**config.mk**
```make
export PLATFORM = sky130hd
export DESIGN_NAME = diff_wb_queue
export DESIGN_NICKNAME = d
export VERILOG_FILES = /design/src/rtl/diff_wb_queue.sv
export SDC_FILE = /design/constraint.sdc
export NUM_CORES = 1
export LEC_CHECK = 0
export CAP_MARGIN = 5
export CORE_MARGIN = 2
export CORE_UTILIZATION = 57
export DETAILED_ROUTE_END_ITERATION = 7
export GPL_ROUTABILITY_DRIVEN = 0
export GPL_TIMING_DRIVEN = 0
export HOLD_SLACK_MARGIN = 0.05
export PLACE_DENSITY = 0.82
export SLEW_MARGIN = 10
export SYNTH_ARGS = -nofsm -noshare
export SYNTH_HDL_FRONTEND = slang
export SYNTH_SLANG_ARGS = --single-unit
```
**constraint.sdc**
```tcl
create_clock -name clk -period 3.38 [get_ports clk]
set_input_delay 0.845 -clock clk [delete_from_list [all_inputs] [get_ports clk]]
set_output_delay 0.845 -clock clk [all_outputs]
set_load 0.05 [all_outputs]
```
**src/rtl/diff_wb_queue.sv**
```systemverilog
// diff_wb_queue: FIFO buffering diff bit-index results between the diff unit
// and register writeback, with a no-diff counter and a sticky range flag.
//
// Ports:
//   clk, rst           single clock; asynchronous active-low reset
//   flush              synchronous discard of all queued entries
//   in_valid/in_ready  producer handshake; in_result (0..32), in_rd
//   out_valid/out_ready writeback handshake; out_result, out_rd from the head
//   out_wren           head present and destination is not register 0
//   out_nodiff         head present and result is 32 (no differing bit)
//   count              current occupancy
//   nodiff_cnt         saturating count of accepted pushes with result 32
//   err_range          sticky: an accepted push carried a result above 32
module diff_wb_queue #(
  parameter int unsigned DEPTH = 4,
  parameter int unsigned RDW   = 5
) (
  input  logic                     clk,
  input  logic                     rst,
  input  logic                     flush,
  input  logic                     in_valid,
  output logic                     in_ready,
  input  logic [31:0]              in_result,
  input  logic [RDW-1:0]           in_rd,
  output logic                     out_valid,
  input  logic                     out_ready,
  output logic [31:0]              out_result,
  output logic [RDW-1:0]           out_rd,
  output logic                     out_wren,
  output logic                     out_nodiff,
  output logic [$clog2(DEPTH):0]   count,
  output logic [15:0]              nodiff_cnt,
  output logic                     err_range
);

  localparam int unsigned PW = $clog2(DEPTH);
  localparam int unsigned CW = PW + 1;
  localparam logic [31:0] NODIFF_VAL = 32'd32;

  logic [31:0]    r_mem_res [DEPTH];
  logic [RDW-1:0] r_mem_rd  [DEPTH];
  logic [PW-1:0]  r_wptr;
  logic [PW-1:0]  r_rptr;
  logic [CW-1:0]  r_count;
  logic [15:0]    r_nodiff_cnt;
  logic           r_err_range;

  logic           w_in_ready;
  logic           w_out_valid;
  logic           w_push;
  logic           w_pop;

  // Handshake status comes only from registered occupancy, so there is no
  // combinational path from out_ready to in_ready.
  assign w_in_ready  = (r_count != CW'(DEPTH));
  assign w_out_valid = (r_count != CW'(0));

  // Flush wins over any same-cycle transfer; a flushed push is not accepted.
  assign w_push = in_valid  && w_in_ready  && !flush;
  assign w_pop  = out_valid && out_ready   && !flush;

  // Entry storage, written at the tail on each accepted push.
  always_ff @(posedge clk or negedge rst) begin
    if (!rst) begin
      for (int i = 0; i < int'(DEPTH); i++) begin
        r_mem_res[i] <= '0;
        r_mem_rd[i]  <= '0;
      end
    end else if (w_push) begin
      r_mem_res[r_wptr] <= in_result;
      r_mem_rd[r_wptr]  <= in_rd;
    end
  end

  // Pointers and occupancy; DEPTH is a power of two so pointers wrap naturally.
  always_ff @(posedge clk or negedge rst) begin
    if (!rst) begin
      r_wptr  <= '0;
      r_rptr  <= '0;
      r_count <= '0;
    end else if (flush) begin
      r_wptr  <= '0;
      r_rptr  <= '0;
      r_count <= '0;
    end else begin
      if (w_push) begin
        r_wptr <= r_wptr + PW'(1);
      end
      if (w_pop) begin
        r_rptr <= r_rptr + PW'(1);
      end
      case ({w_push, w_pop})
        2'b10:   r_count <= r_count + CW'(1);
        2'b01:   r_count <= r_count - CW'(1);
        default: r_count <= r_count;
      endcase
    end
  end

  // Statistics survive flush; only reset clears them.
  always_ff @(posedge clk or negedge rst) begin
    if (!rst) begin
      r_nodiff_cnt <= '0;
      r_err_range  <= 1'b0;
    end else if (w_push) begin
      if ((in_result == NODIFF_VAL) && (r_nodiff_cnt != 16'hFFFF)) begin
        r_nodiff_cnt <= r_nodiff_cnt + 16'd1;
      end
      if (in_result > NODIFF_VAL) begin
        r_err_range <= 1'b1;
      end
    end
  end

  // Head is presented straight from storage with no extra register stage.
  assign in_ready   = w_in_ready;
  assign out_valid  = w_out_valid;
  assign out_result = r_mem_res[r_rptr];
  assign out_rd     = r_mem_rd[r_rptr];
  assign out_wren   = w_out_valid && (r_mem_rd[r_rptr] != RDW'(0));
  assign out_nodiff = w_out_valid && (r_mem_res[r_rptr] == NODIFF_VAL);
  assign count      = r_count;
  assign nodiff_cnt = r_nodiff_cnt;
  assign err_range  = r_err_range;

endmodule

```
==> summary.txt, run 1 <==
P_leak = 0.00438 uW
Slew Viols, Final = 0
Root Buffer = clkbuf_16
Synth warnings = 0
# diodes = 0
Synth Cell Area = 7920 sq um
Die width = 122 um
Number of DRC markers in iteration 0 = 265
Setup TNS = -131 ps
Relative slew slack = 64.4%
FF/Latch Area = 4310 sq um
Antenna Nets Post-Route = 0
Mean post-synth cell area = 15.9 sq um
Synth area leaders = dfrtp_1 54%, mux2_2 17%, mux4_2 9.7%, mux2_1 4.0%, xnor2_1 2.0%
Hold Crit Class = in -> async
Die H = 122 um
First-pass GRT wire length = 28,400 um
Most frequent cell after synthesis = dfrtp_1
Worst path required time = 2530 ps
Final worst path period need = 3510 ps
Post-synthesis sequential area ratio = 54.4%
Die area = 14,800 sq um
Filler cells = 896
Worst-Margin Slew = 532 ps
Starting density of the core = 57.7%
Worst Setup End Kind = primary output
Final WL = 17,800 um
Core area = 13,700 sq um
Synth area leader = dfrtp_1
CTS tree = done
Min setup slack post-route = -131 ps
Nets@finish = 673
Asr flop ratio synth = 100%
Total GRT Usage = 25.7%
Initial antenna violation count = 0
Seq cells post-synth = 172
Worst-path clk slew = 60 ps
Mapped Cells = 499
Final Setup Violations = 1
Worst VDD drop = 706 uV
Maximum root-to-sink buffer count = 2
Layout area overhead = 25.1%
I/O Buffers = 101
Num Clock Sinks = 172
GRT overflow = 0
CTS Hold Bufs = 0
Power Total = 10,100 uW
# rows = 43
Final Hold Vio Count = 0
Vias in the first global route = 5,284
Fin crit share = 104%
Fmax achieved = 285 MHz
Share of post-route cells with drive strength above 1 = 38.6%
Synth unique cells = 42
Top post-synthesis cells by count = 172 x dfrtp_1, 121 x mux2_2, 34 x mux4_2
Synth top area share = 54.4%
Final Core Density = 72.2%
Clk_lat worst skew = 430 ps
Top FF cell, synth = dfrtp_1
DR pass1 iterations = 6
Critical path type = reg -> out
Total I/O pin count = 103
Startpoint types = register
Pwr dens = 1020 nW/um^2
RSZ-0062 raised after global routing = yes
Failing checks = negative setup slack
Largest net degree at the start of global routing = 107
DR DRC count = 0
Post-detail-place hpwl = 12,100 um
Status = complete, but fails checks
Vias per inst = 5.97
H-Tree Level Count = 4
Vias = 4,884
Inserted Clock Buffers = 17
Worst-path maximum fanout = 5
Max cap viols = 0
Clock Skew = 4.40 ps
Post-synth EDFFs = 0
Routed len/inst = 21.8 um
Syn_nets = 547
CP arrival = 2670 ps
Footprint of the multi-input gates = 3480 sq um
[cells in the final DEF (no fill, tap or decap), types with 3 or more instances in the layout]
| cell | synthesis | routed |
|---|---|---|
| dfrtp_1 | 172 | 171 |
| mux2_2 | 121 | 121 |
| clkdlybuf4s50_1 | 0 | 89 |
| mux4_2 | 34 | 36 |
| mux2_1 | 28 | 28 |
| buf_4 | 15 | 18 |
| xnor2_1 | 18 | 18 |
| clkbuf_16 | 0 | 17 |
| nor2_1 | 9 | 9 |
| dlymetal6s2s_1 | 0 | 9 |
| clkbuf_1 | 2 | 7 |
| nand3_1 | 7 | 7 |
| and3_1 | 7 | 7 |
| nand3_2 | 7 | 7 |
| nor4_2 | 3 | 6 |
| nand4_1 | 6 | 6 |
| and4_1 | 6 | 6 |
| nor4_1 | 10 | 5 |
| ha_1 | 5 | 5 |
| buf_6 | 3 | 4 |
| buf_12 | 0 | 4 |
| nand2_4 | 4 | 4 |
| clkinv_2 | 0 | 4 |
| buf_2 | 3 | 3 |
| inv_1 | 3 | 3 |
| a21oi_1 | 3 | 3 |
| nor4_4 | 1 | 3 |
| nand2_1 | 3 | 3 |
| nand4_2 | 3 | 3 |
[final cells by class]
class	count	share of cell area (%)
sequential	172	43.5
multi-input combinational	299	35.1
timing repair buffer	107	11.2
clock buffer	25	4.80
buffer	25	2.35
tap	180	2.27
clock inverter	7	0.657
inverter	3	0.114
[registers in the layout (all words and copies together) (netlist names)]
signal      flops
r_mem_res     128
r_mem_rd       20
nodiff_cnt     16
count           3
r_rptr          2
r_wptr          2
err_range       1
[routing by layer]
metal / share of wire, % / vias up / routed length (um) / GRT usage, %
met5: 0 / - / 0 / 0
met4: 1.6 / 0 / 278 / 7.26
met3: 4.2 / 20 / 753 / 6.18
met2: 52 / 124 / 9230 / 42.7
met1: 42 / 2614 / 7540 / 34.3
li1: - / 2126 / - / -
[cells by family after synthesis]
group / share of synthesized area, %
multiplexers: 32.0
flip-flops: 54.4
AND/OR/NAND/NOR: 7.44
buffers and inverters: 2.37
XOR/XNOR: 2.21
AO/OA/AOI/OAI: 0.569
adder cells (fa/ha/maj): 1.04
[path summary, 6_finish.rpt]
check | from | to | slack (ps) | cells past startpoint
setup / recovery | r_rptr[0] | out_nodiff | -130 | 6
hold / removal | rst | r_mem_res[83] | 360 | 1
setup reg to reg | count[1] | r_mem_res[7] | 1240 | 7
hold reg to reg | err_range | err_range | 490 | 1
max in group asynchronous | rst | r_rptr[0] | 2150 | 2
min in group clk | err_range | err_range | 490 | 1
[critical path, stage by stage, from the launching register on]
cell and delay, ps:
dfrtp_2 450, buf_12 150, mux4_2 570, nor4_4 370, nand4_1 290, nor3_2 210, buf_6 190
[per-stage QoR]
| stage | setup WS, ps | instances | instance area, sq um | hold WS, ps |
|---|---|---|---|---|
| 2_1_floorplan | 4.90 | 499 | 7920 | 456 |
| 4_1_cts | -101 | 818 | 9880 | 372 |
| 3_3_place_gp | -5130 | 780 | 9150 | 463 |
| 5_1_grt | -189 | 818 | 9910 | 382 |
| 6_report | -131 | 818 | 9910 | 362 |
| 3_5_place_dp | -1050 | 781 | 9190 | 472 |
[power breakdown]
part           internal [uW]  total (uW)  switching [uW]
registers               2910        3370             462
logic                   2170        4900            2730
clock network           1050        1810             758
total                   6130       10100            3950
[what timing repair did]
action | 4_1_cts | 5_1_grt
pin swaps | 3 | 0
setup endpoints to repair | 31 | 11
gates resized for setup | 38 | 12
setup buffers | 5 | 0
cloned | 0 | 0
(Power assumes the default switching activity.)
==> inputs of run 2 (changes only) <==
Settings changed: CTS_BUF_LIST set to sky130_fd_sc_hd__clkbuf_8 sky130_fd_sc_hd__clkbuf_16, DONT_BUFFER_PORTS set to 1, PLACE_DENSITY 0.82 to 0.72.
==> run 2 against run 1 <==
  * The flow still finishes with violations (negative setup slack)
  * Register-to-register slack lost 380 ps
  * Worst setup slack lost 280 ps
  * Critical path depth shrank 1
  * Clock power rose by 15%
  * Clock skew is 3.0 ps higher
  * Die area stayed put
  * Highest routed layer unchanged
==> summary.txt, run 2 (same netlist as run 1, synthesis figures left out) <==
Status = complete, but fails checks
Failing checks = negative setup slack
Commonest non-fill, non-tap cell in the layout = dfrtp_1
# diodes = 0 (unchanged)
Inserted Clock Buffers = 17 (unchanged)
H-Tree Level Count = 4 (unchanged)
Final Core Density = 65.9% (-6.3 points)
Critical path type = reg -> out
Number of flip-flops in the largest register = 128 (unchanged)
Footprint of the multi-input gates = 3520 sq um (+1.1%)
Die width = 122 um (unchanged)
CTS tree = done
Clock Skew = 7.44 ps (+3.04 ps)
Antenna Nets Post-Route = 0 (unchanged)
Worst path slowest cell = mux4_2
Routed len/inst = 23.6 um (+8.5%)
Root Buffer = clkbuf_16
Met1 wire length = 7420 um (-1.6%)
Top layer in use = met4
Die H = 122 um (unchanged)
CP max stage delay = 690 ps (+120 ps)
Starting density of the core = 57.7% (unchanged)
GRT overflow = 0 (unchanged)
Worst path required time = 2530 ps (about the same)
DR pass1 iterations = 4 (-2)
Final Setup Violations = 1 (unchanged)
Power Total = 9660 uW (-4.2%)
Share of post-route cells with drive strength above 1 = 46.0% (+7.5 points)
Worst-Margin Slew = 654 ps (+123 ps)
Vias = 4,443 (-9.0%)
Most frequent cells in the layout = 171 x dfrtp_1, 121 x mux2_2, 37 x mux4_2
Filler cells = 971 (+8.4%)
Worst Setup End Kind = primary output
Core area = 13,700 sq um (unchanged)
Worst-path clk slew = 60 ps (about the same)
Worst VDD drop = 679 uV (-3.8%)
Clk_lat worst skew = 430 ps (about the same)
Startpoint types = register
Total I/O pin count = 103 (unchanged)
Placed Area = 8140 sq um (-11%)
Post-detail-place hpwl = 11,300 um (-7.1%)
CP Buf/Inv Count = 1 (-1)
Min setup slack post-route = -409 ps (-278 ps)
Vias in the first global route = 4,763 (-9.9%)
Largest net degree at the start of global routing = 173 (+62%)
I/O Buffers = 0 (-100%)
Num Clock Sinks = 172 (unchanged)
Layout area overhead = 14.2%
Met2 wire len = 8390 um (-9.1%)
Final WL = 17,000 um (-4.6%)
Kind of cell adding the most delay to the critical path = simple AND/OR/NAND/NOR gates
Pwr dens = 1070 nW/um^2 (+5.0%)
Finished Cell Area = 9040 sq um (-8.8%)
Die area = 14,800 sq um (unchanged)
# rows = 43 (unchanged)
Slew Viols, Final = 0 (unchanged)
CTS Hold Bufs = 0 (unchanged)
Total GRT Usage = 24.5% (-1.3 points)
Setup TNS = -409 ps (-278 ps)
FF/Latch Area = 4310 sq um (unchanged)
Register with the most flip-flops = r_mem_res
Final worst path period need = 3790 ps (+278 ps)
P_leak = 0.00399 uW (-8.7%)
Initial antenna violation count = 0 (unchanged)
First-pass GRT wire length = 26,600 um (-6.5%)
CP arrival = 2940 ps (+270 ps)
Relative slew slack = 56.0% (-8.4 points)
Hold Crit Class = in -> async
Nets@finish = 574 (-15%)
RSZ-0062 raised after global routing = yes
Crit-path cells = buf_12, mux4_2, nor4b_4, nand4_1, nor3_4
Max cap viols = 0 (unchanged)
Fin crit share = 112% (+8.2 points)
Maximum root-to-sink buffer count = 2 (unchanged)
Metal3 WL = 960 um (+27%)
Vias per inst = 6.18 (+3.5%)
Number of DRC markers in iteration 0 = 291 (+9.8%)
Final Hold Vio Count = 0 (unchanged)
DR DRC count = 0 (unchanged)
Fmax achieved = 264 MHz (-7.3%)
Worst-path maximum fanout = 10 (+5)
run 2: changes by cell type in the layout (fill, tap and decap cells not counted), sizes merged:
cell	before	now
clkdlybuf4s50	89	0
dlymetal6s2s	9	0
inv	3	8
clkinv	4	0
bufinv	1	4
clkbuf	27	24
buf	32	31
clkinvlp	2	1
run 2: cell type report:
cell class / count / area share (%)
multi-input cells: 299 / 38.9
well taps: 180 / 2.49
clock buffers: 22 / 5.47
flip-flops and latches: 172 / 47.6
repair buffers: 8 / 1.15
clock inverters: 10 / 1.62
plain buffers: 25 / 2.62
inverters: 3 / 0.125
run 2: where the power goes:
part | internal [uW] | switching [uW] | total [uW] | leakage [uW]
Combinational | 1590 | 2580 | 4170 | 0.00149
Clock | 1320 | 767 | 2090 | 0.000329
Sequential | 2910 | 494 | 3400 | 0.00218
Total | 5810 | 3840 | 9660 | 0.00399
run 2: worst paths after layout:
path                                       to  slack [ps]  cells after the start   startpoint
worst min-delay path            r_mem_res[19]         110                      0          rst
worst min register to register    r_mem_rd[8]         480                      1  r_mem_rd[8]
max in group asynchronous       r_mem_res[16]        3000                      0          rst
min in group clk                  r_mem_rd[8]         480                      1  r_mem_rd[8]
worst max-delay path               out_nodiff        -410                      5    r_rptr[0]
worst max register to register  r_mem_res[29]         860                      7     count[0]
run 2: per-layer routing:
layer / global-route usage [%] / up-vias
li1: - / 1939
met1: 32.7 / 2369
met2: 39.4 / 116
met3: 6.84 / 19
met4: 7.33 / 0
met5: 0 / -
run 2: per-stage QoR:
step	hold WS, ps	worst slack (ps)	std cells
after floorplan	456	4.90	499
after global placement	466	-777	679
after detailed placement	473	-747	679
after CTS	105	-431	718
after global routing	102	-466	719
final	115	-409	719
run 2: repair_timing:
action / in CTS / in global routing
pin swaps: 7 / 8
cloned: 1 / 0
buffers inserted: 6 / 1
setup endpoints to repair: 2 / 2
gates resized for setup: 36 / 5
